File: config.mk
export PLATFORM = sky130hd
export DESIGN_NAME = abs_diff_approx_pipe_flat
export DESIGN_NICKNAME = d
export VERILOG_FILES = /design/src/rtl/abs_diff_approx_pipe_if.sv /design/src/rtl/abs_diff_approx_pipe.sv /design/src/flat_wrapper.sv
export SDC_FILE = /design/constraint.sdc
export NUM_CORES = 1
export LEC_CHECK = 0
export ABC_CLOCK_PERIOD_IN_PS = 6350
export CELL_PAD_IN_SITES_DETAIL_PLACEMENT = 0
export CELL_PAD_IN_SITES_GLOBAL_PLACEMENT = 1
export CORE_ASPECT_RATIO = 1.4
export CORE_MARGIN = 1.5
export CORE_UTILIZATION = 41
export DETAILED_ROUTE_END_ITERATION = 10
export MAX_ROUTING_LAYER = met4
export PLACE_DENSITY = 0.92
export SLEW_MARGIN = 10
export SYNTH_ARGS = -nofsm -noshare
export SYNTH_HDL_FRONTEND = slang
export SYNTH_SLANG_ARGS = --single-unit
File: constraint.sdc
create_clock -name clk -period 6.35 [get_ports clk]
set_clock_uncertainty 0.15 [all_clocks]
set_input_delay 1.27 -clock clk [delete_from_list [all_inputs] [get_ports clk]]
set_output_delay 1.27 -clock clk [all_outputs]
set_load 0.005 [all_outputs]
File: src/rtl/abs_diff_approx_pipe_if.sv
// Valid/ready bus for the abs_diff_approx_pipe unit: operand channel in, result channel out.
// The producer/consumer side uses master; the unit uses slave.
interface abs_diff_approx_pipe_if #(
  parameter int WIDTH = 8
);

  logic             in_valid;
  logic             in_ready;
  logic [WIDTH-1:0] in_a;
  logic [WIDTH-1:0] in_b;
  logic             in_mode;
  logic             out_valid;
  logic             out_ready;
  logic [WIDTH-1:0] out_diff;
  logic [WIDTH-1:0] out_err;
  logic             out_viol;

  modport master (
    output in_valid,
    output in_a,
    output in_b,
    output in_mode,
    output out_ready,
    input  in_ready,
    input  out_valid,
    input  out_diff,
    input  out_err,
    input  out_viol
  );

  modport slave (
    input  in_valid,
    input  in_a,
    input  in_b,
    input  in_mode,
    input  out_ready,
    output in_ready,
    output out_valid,
    output out_diff,
    output out_err,
    output out_viol
  );

endinterface

File: src/rtl/abs_diff_approx_pipe.sv
// Two-stage |a-b| unit with per-transaction exact/approximate (LSB-truncated) mode,
// per-result error against an exact reference, and running violation statistics.
module abs_diff_approx_pipe #(
  parameter int WIDTH      = 8,
  parameter int APPROX_LSB = 2,
  parameter int ET         = 2,
  parameter int CNT_W      = 16
) (
  input  logic                  clk,
  input  logic                  rst_n,
  abs_diff_approx_pipe_if.slave bus,
  input  logic                  clr_stats,
  output logic [CNT_W-1:0]      viol_count,
  output logic [WIDTH-1:0]      max_err
);

  localparam logic [WIDTH-1:0] LSB_MASK = {WIDTH{1'b1}} << APPROX_LSB;
  localparam logic [WIDTH-1:0] ET_W     = WIDTH'(ET);
  localparam logic [CNT_W-1:0] CNT_MAX  = {CNT_W{1'b1}};
  localparam logic [CNT_W-1:0] CNT_ONE  = CNT_W'(1);

  function automatic logic [WIDTH-1:0] abs_sub(input logic [WIDTH-1:0] x,
                                               input logic [WIDTH-1:0] y);
    logic [WIDTH-1:0] r;
    if (x >= y) begin
      r = x - y;
    end else begin
      r = y - x;
    end
    return r;
  endfunction

  logic             s1_v_q,    s1_v_d;
  logic [WIDTH-1:0] s1_a_q,    s1_a_d;
  logic [WIDTH-1:0] s1_b_q,    s1_b_d;
  logic             s1_mode_q, s1_mode_d;
  logic             s2_v_q,    s2_v_d;
  logic [WIDTH-1:0] s2_diff_q, s2_diff_d;
  logic [WIDTH-1:0] s2_err_q,  s2_err_d;
  logic             s2_viol_q, s2_viol_d;
  logic [CNT_W-1:0] viol_q,    viol_d;
  logic [WIDTH-1:0] max_q,     max_d;

  logic             s2_load_s;
  logic             s1_load_s;
  logic             out_fire_s;
  logic [WIDTH-1:0] exact_s;
  logic [WIDTH-1:0] approx_s;
  logic [WIDTH-1:0] diff_s;
  logic [WIDTH-1:0] err_s;
  logic             viol_s;

  // Handshake: a stage may load when it is empty or its content moves on this edge.
  always_comb begin
    out_fire_s = s2_v_q && bus.out_ready;
    s2_load_s  = !s2_v_q || bus.out_ready;
    s1_load_s  = !s1_v_q || s2_load_s;
  end

  // Exact and truncated datapaths side by side so every result carries its own error.
  always_comb begin
    exact_s  = abs_sub(s1_a_q, s1_b_q);
    approx_s = abs_sub(s1_a_q & LSB_MASK, s1_b_q & LSB_MASK);
    if (s1_mode_q) begin
      diff_s = approx_s;
    end else begin
      diff_s = exact_s;
    end
    err_s  = abs_sub(diff_s, exact_s);
    viol_s = err_s > ET_W;
  end

  // Stage 1 next state: operands and mode captured together on an input transfer.
  always_comb begin
    s1_v_d    = s1_v_q;
    s1_a_d    = s1_a_q;
    s1_b_d    = s1_b_q;
    s1_mode_d = s1_mode_q;
    if (s1_load_s) begin
      s1_v_d = bus.in_valid;
      if (bus.in_valid) begin
        s1_a_d    = bus.in_a;
        s1_b_d    = bus.in_b;
        s1_mode_d = bus.in_mode;
      end else begin
        s1_a_d    = s1_a_q;
        s1_b_d    = s1_b_q;
        s1_mode_d = s1_mode_q;
      end
    end else begin
      s1_v_d = s1_v_q;
    end
  end

  // Stage 2 next state: result fields hold while the consumer stalls.
  always_comb begin
    s2_v_d    = s2_v_q;
    s2_diff_d = s2_diff_q;
    s2_err_d  = s2_err_q;
    s2_viol_d = s2_viol_q;
    if (s2_load_s) begin
      s2_v_d = s1_v_q;
      if (s1_v_q) begin
        s2_diff_d = diff_s;
        s2_err_d  = err_s;
        s2_viol_d = viol_s;
      end else begin
        s2_diff_d = s2_diff_q;
        s2_err_d  = s2_err_q;
        s2_viol_d = s2_viol_q;
      end
    end else begin
      s2_v_d = s2_v_q;
    end
  end

  // Statistics next state: clear wins over a same-cycle transfer; counter saturates.
  always_comb begin
    viol_d = viol_q;
    max_d  = max_q;
    if (clr_stats) begin
      viol_d = {CNT_W{1'b0}};
      max_d  = {WIDTH{1'b0}};
    end else if (out_fire_s) begin
      if (s2_viol_q && (viol_q != CNT_MAX)) begin
        viol_d = viol_q + CNT_ONE;
      end else begin
        viol_d = viol_q;
      end
      if (s2_err_q > max_q) begin
        max_d = s2_err_q;
      end else begin
        max_d = max_q;
      end
    end else begin
      viol_d = viol_q;
      max_d  = max_q;
    end
  end

  // Stage 1 registers.
  always_ff @(posedge clk) begin
    if (!rst_n) begin
      s1_v_q    <= 1'b0;
      s1_a_q    <= {WIDTH{1'b0}};
      s1_b_q    <= {WIDTH{1'b0}};
      s1_mode_q <= 1'b0;
    end else begin
      s1_v_q    <= s1_v_d;
      s1_a_q    <= s1_a_d;
      s1_b_q    <= s1_b_d;
      s1_mode_q <= s1_mode_d;
    end
  end

  // Stage 2 registers, which directly drive the result channel.
  always_ff @(posedge clk) begin
    if (!rst_n) begin
      s2_v_q    <= 1'b0;
      s2_diff_q <= {WIDTH{1'b0}};
      s2_err_q  <= {WIDTH{1'b0}};
      s2_viol_q <= 1'b0;
    end else begin
      s2_v_q    <= s2_v_d;
      s2_diff_q <= s2_diff_d;
      s2_err_q  <= s2_err_d;
      s2_viol_q <= s2_viol_d;
    end
  end

  // Statistics registers.
  always_ff @(posedge clk) begin
    if (!rst_n) begin
      viol_q <= {CNT_W{1'b0}};
      max_q  <= {WIDTH{1'b0}};
    end else begin
      viol_q <= viol_d;
      max_q  <= max_d;
    end
  end

  assign bus.in_ready  = s1_load_s;
  assign bus.out_valid = s2_v_q;
  assign bus.out_diff  = s2_diff_q;
  assign bus.out_err   = s2_err_q;
  assign bus.out_viol  = s2_viol_q;
  assign viol_count    = viol_q;
  assign max_err       = max_q;

endmodule

File: src/flat_wrapper.sv
// flat-port wrapper written by rule: the top's interface ports become plain ports
module abs_diff_approx_pipe_flat 
#(
  parameter int WIDTH      = 8,
  parameter int APPROX_LSB = 2,
  parameter int ET         = 2,
  parameter int CNT_W      = 16
)
  (clk, rst_n, clr_stats, viol_count, max_err, bus_in_valid, bus_in_a, bus_in_b, bus_in_mode, bus_out_ready, bus_in_ready, bus_out_valid, bus_out_diff, bus_out_err, bus_out_viol);
  abs_diff_approx_pipe_if #(.WIDTH(WIDTH)) bus_i ();
  input  logic clk;
  input  logic rst_n;
  input  logic clr_stats;
  output logic [CNT_W-1:0] viol_count;
  output logic [WIDTH-1:0] max_err;
  input wire logic [$bits(bus_i.in_valid)-1:0] bus_in_valid;
  input wire logic [$bits(bus_i.in_a)-1:0] bus_in_a;
  input wire logic [$bits(bus_i.in_b)-1:0] bus_in_b;
  input wire logic [$bits(bus_i.in_mode)-1:0] bus_in_mode;
  input wire logic [$bits(bus_i.out_ready)-1:0] bus_out_ready;
  output wire logic [$bits(bus_i.in_ready)-1:0] bus_in_ready;
  output wire logic [$bits(bus_i.out_valid)-1:0] bus_out_valid;
  output wire logic [$bits(bus_i.out_diff)-1:0] bus_out_diff;
  output wire logic [$bits(bus_i.out_err)-1:0] bus_out_err;
  output wire logic [$bits(bus_i.out_viol)-1:0] bus_out_viol;
  assign bus_i.in_valid = bus_in_valid;
  assign bus_i.in_a = bus_in_a;
  assign bus_i.in_b = bus_in_b;
  assign bus_i.in_mode = bus_in_mode;
  assign bus_i.out_ready = bus_out_ready;
  assign bus_in_ready = bus_i.in_ready;
  assign bus_out_valid = bus_i.out_valid;
  assign bus_out_diff = bus_i.out_diff;
  assign bus_out_err = bus_i.out_err;
  assign bus_out_viol = bus_i.out_viol;
  abs_diff_approx_pipe #(.WIDTH(WIDTH), .APPROX_LSB(APPROX_LSB), .ET(ET), .CNT_W(CNT_W)) u_core (.clk(clk), .rst_n(rst_n), .bus(bus_i), .clr_stats(clr_stats), .viol_count(viol_count), .max_err(max_err));
endmodule
==> flow_summary_export.csv, run 1 <==
group,metric,value,unit
status,status,"completed",
cts,cts_made_buffers,9,
synthesis,synth_top_area_cell,"dfxtp_1",
power,internal_power,1020,uW
place,port_buffers,64,
cts,postCtsSetupRepairBufs,0,
grt,grt_use_total,19.5,%
sta,finalHoldViolations,0,
cts,cts.clk_slew.worst_paths,50,ps
place,dp_hpwl,8.02,mm
critical_path,critPathCaptureType,"flip-flop",
power,seq_power_share,25.4,%
sta,finalSetupViolCount,0,
grt,grt_pass1_vias,3475,
floorplanning,chipWidth,89.1,um
hold_path,hold_depth,2,
final_layout,drive_above_1_share,5.72,%
grt,antenna_found_initial,0,
cts,cts_hold_buf,0,
hold_path,min_to,"u_core.bus.out_diff[7]",
cts,ctsResizeCount,0,
critical_path,start_kind,"flip-flop",
cts,clk_latency,330,ps
power,p_per_area,317,mW/mm2
cts,htreeDepth,3,
final_layout,seqCellArea,0.00120,mm2
power,clockPowerShare,26.9,%
flow_run,cap_violations,0,
critical_path,r2r-start,"u_core.s1_b_q[3]",
place,placed_area,0.00498,mm2
hold_path,hp-start,"u_core.bus.out_diff[7]",
drt,wire_per_inst,14.1,um
final_layout,syn2layout_area_growth,23.6,%
critical_path,crit_type,"flip-flop to flip-flop",
synthesis,yosysSeqAreaShare,28.3,%
cts,root_buffer,"clkbuf_16",
power,p_leak,0.00211,uW
power,ir_worst_vdd,0.160,mV
synthesis,synth.distinct_cells,65,
final_layout,design_area,0.00526,mm2
drt,initialDrtViolationCount,159,
grt,grt_pass1_wl,16.0,mm
floorplanning,pin_count,65,
hold_path,hold_class,"flip-flop to flip-flop",
floorplanning,dieArea,0.0110,mm2
synthesis,syn-mean-instance-area,8.21,um2
sta,fmaxAchievable,0.189,GHz
cts,cts_tree,"built",
critical_path,required,6410,ps
synthesis,yosysWarnings,0,
critical_path,cp_num_cells,20,
final_layout,n_antenna_cell,0,
floorplanning,core_area,0.0100,mm2
floorplanning,placementRows,43,
critical_path,path_buf_inv,2,
floorplanning,start_util,42.5,%
sta,tightest_slew,888,ps
power,combPwrFrac,47.7,%
sta,final-max-slew-violation-count,0,
synthesis,synth_edf_count,0,
sta,period_needed,5300,ps
sta,tns,0,ps
grt,globalRoute.totalOverflow,0,
power,sw_frac_of_total,38.6,%
sta,rsz0062_at_grt,"false",
critical_path,cp_top_family,"compound AO/OA/AOI/OAI gates",
drt,drc,0,
drt,vias_per_cell,5.27,
final_layout,nNetsFinal,637,
sta,relSlewSlack,40.8,%
critical_path,worstPathMaxFanout,12,
critical_path,crit_slowest_cell,"ha_1",
cts,clock_sinks,60,
synthesis,ys_ff_latch,60,
critical_path,slowest_delay,530,ps
synthesis,synth_top_area_share,28.3,%
drt,final_antenna_net_count,0,
critical_path,rr_worst_depth,20,
synthesis,ys.flop_type,"dfxtp_1",
critical_path,r2r-end,"u_core.bus.out_viol",
final_layout,num-fill-cells,996,
critical_path,worstPathArrival,5360,ps
critical_path,r2r_slack,1050,ps
cts,cts_max_path_buffers,2,
power,power,1660,uW
drt,vias,3753,
drt,drt_wl_total,10.0,mm
grt,grt_max_degree,38,
sta,min_period_over_period,83.4,%
drt,dr.pass1.iters,4,
synthesis,syn_inst,518,
synthesis,async_flop_share,0,%
synthesis,synthesis.nets,583,
synthesis,syn_area,0.00425,mm2
final_layout,multi_input_area,0.00280,mm2
power,switchingPower,643,uW
floorplanning,fp.dieH,123,um
critical_path,path_cells,"inv_1, ha_1, nand4_1, a31oi_1, nor2_2, o31ai_1, xnor2_1, o21ai_0, inv_1, ha_1, nand2_1, nand3b_1, a211o_1, o211ai_1, a211oi_4, nor2_2, o31a_1, xor2_1, o2111a_1, a31oi_1",
synthesis,synth_area_leaders,"dfxtp_1, ha_1, nand2_1",
place,gp_congestion,0.926,
stage by stage:
step	hold WS [ps]	util (%)	setup WS, ps	instances
floorplan	294	-	1770	518
detailed placement	310	49.7	1090	696
global route	349	52.5	491	712
finish	319	52.5	1050	712
global placement	304	49.7	1150	696
CTS	317	52.5	1070	712
cells in the mapped netlist (all sizes together) (6+ instances only):
| cell | count |
|---|---|
| and2 | 7 |
| buf | 6 |
| nand3 | 7 |
| clkbuf | 17 |
| o211a | 7 |
| dfxtp | 60 |
| nand4 | 9 |
| a21o | 10 |
| ha | 39 |
| nor2b | 11 |
| o21ai | 28 |
| inv | 42 |
| xor2 | 15 |
| mux2i | 16 |
| xnor2 | 17 |
| a31oi | 7 |
| nand2 | 74 |
| nor2 | 36 |
| a21oi | 22 |
| a21boi | 22 |
how the worst max path moves through the flow:
stage | slack, ps | to | start
2_1_floorplan | 1770 | u_core.bus.out_viol | u_core.s1_b_q[3]
3_3_place_gp | 1150 | u_core.bus.out_viol | u_core.s1_b_q[3]
3_5_place_dp | 1090 | u_core.bus.out_viol | u_core.s1_b_q[3]
4_1_cts | 1070 | u_core.bus.out_viol | u_core.s1_b_q[3]
5_1_grt | 490 | u_core.bus.out_viol | u_core.s1_b_q[4]
6_report | 1050 | u_core.bus.out_viol | u_core.s1_b_q[3]
placed cells by master (no fill, tap or decap), drive strengths merged, types with 9 or more instances in the layout:
| master | instances |
|---|---|
| clkdlybuf4s50 | 64 |
| xor2 | 15 |
| o21ai | 28 |
| a21o | 10 |
| nor2 | 36 |
| clkbuf | 9 |
| dfxtp | 60 |
| a21boi | 22 |
| inv | 43 |
| nand4 | 9 |
| nand2 | 74 |
| a21oi | 22 |
| nor2b | 11 |
| xnor2 | 17 |
| mux2i | 16 |
| ha | 39 |
worst register-to-register path, cell delays in order (launching register included):
cell,delay [ps]
dfxtp_1,390
inv_1,100
ha_1,530
nand4_1,200
a31oi_1,280
nor2_2,160
o31ai_1,420
xnor2_1,180
o21ai_0,320
inv_1,80
ha_1,470
nand2_1,120
nand3b_1,120
a211o_1,120
o211ai_1,190
a211oi_4,380
nor2_2,130
o31a_1,360
xor2_1,180
o2111a_1,220
a31oi_1,80
power groups by stage:
stage / clock (uW) / combinational (uW) / sequential (uW)
2_1_floorplan: 0 / 606 / 425
3_3_place_gp: 0 / 777 / 430
3_5_place_dp: 0 / 785 / 431
4_1_cts: 458 / 790 / 423
5_1_grt: 476 / 878 / 426
6_report: 448 / 794 / 422
area by class of cell:
| type | count | share of cell area, % |
|---|---|---|
| timing repair buffer | 66 | 12.5 |
| clock inverter | 7 | 0.976 |
| sequential | 60 | 22.9 |
| clock buffer | 9 | 4.29 |
| tap | 135 | 3.21 |
| multi-input combinational | 393 | 53.2 |
| inverter | 42 | 3.00 |
flip-flops by register name, summed over array words and instances (netlist names), 8 cells and up:
signal and count:
u_core.viol_count 16, u_core.s1_a_q 8, u_core.max_err 8, u_core.bus.out_diff 8, u_core.s1_b_q 8, u_core.bus.out_err 8
per-layer routing:
metal  share of wire (%)  GRT usage [%]
met4                 2.4           7.98
met5                   0              -
met3                 3.7           4.07
met2                  54           35.8
met1                  40           19.7
cell families (layout without fill, tap and decap cells):
logic type	Yosys count	after routing	synth area share, %
AO/OA/AOI/OAI	129	129	22.5
XOR/XNOR	32	32	6.59
adder cells (fa/ha/maj)	43	43	13.4
buffers and inverters	65	124	6.00
flip-flops	60	60	28.3
multiplexers	18	18	4.30
other	2	2	0.177
AND/OR/NAND/NOR	169	169	18.8
No activity file was read; power rests on OpenSTA's default activity.
==> run 2, diff against run 1 <==
ABC_CLOCK_PERIOD_IN_PS = 4800   (was 6350)
CORE_UTILIZATION = 37   (was 41)
PLACE_DENSITY = 0.88   (was 0.92)
clock period = 4.8 ns   (was 6.35 ns; I/O delays follow)
==> run 2 against run 1 <==
Compared with the run above:
- maximum frequency rose by 16%
- clock power is 66% higher
- final cell count grew 6.6%
- cell area up 9.8%
- sequential share of layout area down 2.0 points
- register-to-register slack worse by 810 ps
- setup slack got worse by 810 ps
- count of clock-buffer cells in the layout up 1
- critical path type unchanged
- critical endpoint unchanged
- largest cell class unchanged
- highest routed layer unchanged
==> flow_summary_export.csv, run 2 (same netlist as run 1, synthesis figures left out) <==
group,metric,value,unit
grt,grt_pass1_wl,17.7,mm
grt,grt_use_total,19.0,%
final_layout,nNetsFinal,675,
flow_run,cap_violations,0,
cts,cts_max_path_buffers,2,
cts,cts.clk_slew.worst_paths,60,ps
cts,clk_latency,330,ps
cts,cts_tree,"built",
final_layout,final_cell_mix,"nand2_1, clkdlybuf4s50_1, dfxtp_1",
sta,hold_slack,320,ps
power,p_per_area,452,mW/mm2
sta,period_needed,4550,ps
final_layout,n_antenna_cell,0,
drt,vias_per_cell,5.14,
floorplanning,core_area,0.0113,mm2
floorplanning,placementRows,46,
power,switchingPower,918,uW
floorplanning,start_util,37.7,%
power,clockPowerShare,28.6,%
critical_path,r2r-end,"u_core.bus.out_viol",
grt,globalRoute.totalOverflow,0,
power,p_leak,0.00235,uW
critical_path,r2r-start,"u_core.s1_a_q[0]",
hold_path,hold_class,"flip-flop to flip-flop",
status,status,"completed",
final_layout,fin_cells,759,
drt,initialDrtViolationCount,159,
place,pre_cts_slack,-96.3,ps
drt,dr.pass1.iters,4,
hold_path,hold_depth,2,
critical_path,start_kind,"flip-flop",
place,place_inst,734,
place,dp_hpwl,8.61,mm
power,seq_power_share,21.4,%
floorplanning,dieArea,0.0122,mm2
sta,min_period_over_period,94.9,%
final_layout,layout_commonest_cell,"nand2_1",
place,gp_congestion,0.882,
floorplanning,fp.dieH,130,um
floorplanning,chipWidth,93.6,um
sta,tns,0,ps
hold_path,min_to,"u_core.bus.out_diff[7]",
final_layout,num-fill-cells,1096,
hold_path,hp-start,"u_core.bus.out_diff[7]",
drt,met2_length,6.01,mm
critical_path,r2r_slack,250,ps
drt,final_antenna_net_count,0,
drt,met3WireLength,334,um
sta,rsz0062_at_grt,"true",
grt,grt_max_degree,38,
cts,htreeDepth,3,
sta,final-max-slew-violation-count,0,
power,sw_frac_of_total,35.3,%
cts,root_buffer,"clkbuf_16",
final_layout,seqCellArea,0.00120,mm2
drt,m1WireLength,4.34,mm
critical_path,cp-startpoint,"u_core.s1_a_q[0]",
power,power,2610,uW
sta,tightest_slew,911,ps
drt,wire_per_inst,14.5,um
grt,grt_pass1_vias,3755,
floorplanning,pin_count,65,
sta,finalSetupViolCount,0,
critical_path,required,4860,ps
drt,drt_wl_total,11.0,mm
cts,cts_hold_buf,0,
place,port_buffers,64,
drt,top_layer,"met4",
critical_path,critPathCaptureType,"flip-flop",
power,ir_worst_vdd,0.195,mV
critical_path,crit_type,"flip-flop to flip-flop",
sta,finalHoldViolations,0,
critical_path,worstPathArrival,4610,ps
drt,vias,3901,
final_layout,largest_reg_flops,16,
power,internal_power,1690,uW
cts,cts_made_buffers,9,
sta,relSlewSlack,39.3,%
final_layout,drive_above_1_share,15.8,%
final_layout,syn2layout_area_growth,35.7,%
critical_path,rr_worst_depth,24,
sta,fmaxAchievable,0.220,GHz
critical_path,worstPathMaxFanout,6,
drt,drc,0,
sta,postLayoutSetupSlackWorst,246,ps
grt,antenna_found_initial,0,
cts,clock_sinks,60,
power,combPwrFrac,50.0,%
final_layout,multi_input_area,0.00294,mm2
==> run 2: layout make-up <==
cell class	instances	share of cell area, %
repair buffers	104	16.4
inverters	42	2.73
clock buffers	10	3.97
multi-input cells	393	51.0
flip-flops and latches	60	20.9
well taps	144	3.12
clock inverters	6	1.95
==> run 2: power groups by stage <==
stage          Sequential (uW)  Combinational [uW]  Clock [uW]
2_1_floorplan              562                 802           0
3_3_place_gp               566                1150           0
3_5_place_dp               568                1180           0
4_1_cts                    557                1190         758
5_1_grt                    562                1430         780
6_report                   558                1300         745
==> run 2: worst max-delay path by stage <==
stage          cells past startpoint             endpoint  slack (ps)
6_report                          24  u_core.bus.out_viol         250
4_1_cts                           21  u_core.bus.out_viol           6
3_5_place_dp                      20  u_core.bus.out_viol        -100
2_1_floorplan                     22  u_core.bus.out_viol         220
5_1_grt                           24  u_core.bus.out_viol         -60
3_3_place_gp                      20  u_core.bus.out_viol         -70
==> run 2: critical path: stages (launching register included) <==
cell	delay, ps
dfxtp_2	340
inv_1	60
ha_2	160
inv_1	50
fa_2	370
nand3_2	90
a31oi_1	110
nor2_2	270
nand3b_1	170
o31ai_4	110
nor2_1	80
or3_1	320
nand2_2	100
o21ai_2	80
ha_1	310
and2_4	140
o21a_1	100
o211ai_1	140
a211oi_4	390
nor2_2	100
buf_6	140
mux2i_2	140
xnor2_1	230
and3b_1	180
a31oi_1	80
==> run 2: per-layer routing <==
layer	track usage, %	up-vias
met5	-	-
met3	2.21	21
met1	19.8	1834
met4	9.13	0
li1	-	1951
met2	35.1	95
==> run 2: metrics by stage <==
step           area [um2]  utilization (%)
2_1_floorplan        4250                -
3_3_place_gp         5210             46.2
3_5_place_dp         5210             46.2
4_1_cts              5560             49.2
5_1_grt              5770             51.1
6_report             5770             51.1
==> run 2: repair_timing <==
action,in CTS,in global routing
setup buffers,0,9
setup endpoints to repair,4,8
resized for setup,2,38
gates cloned,0,0
pin swaps,1,22
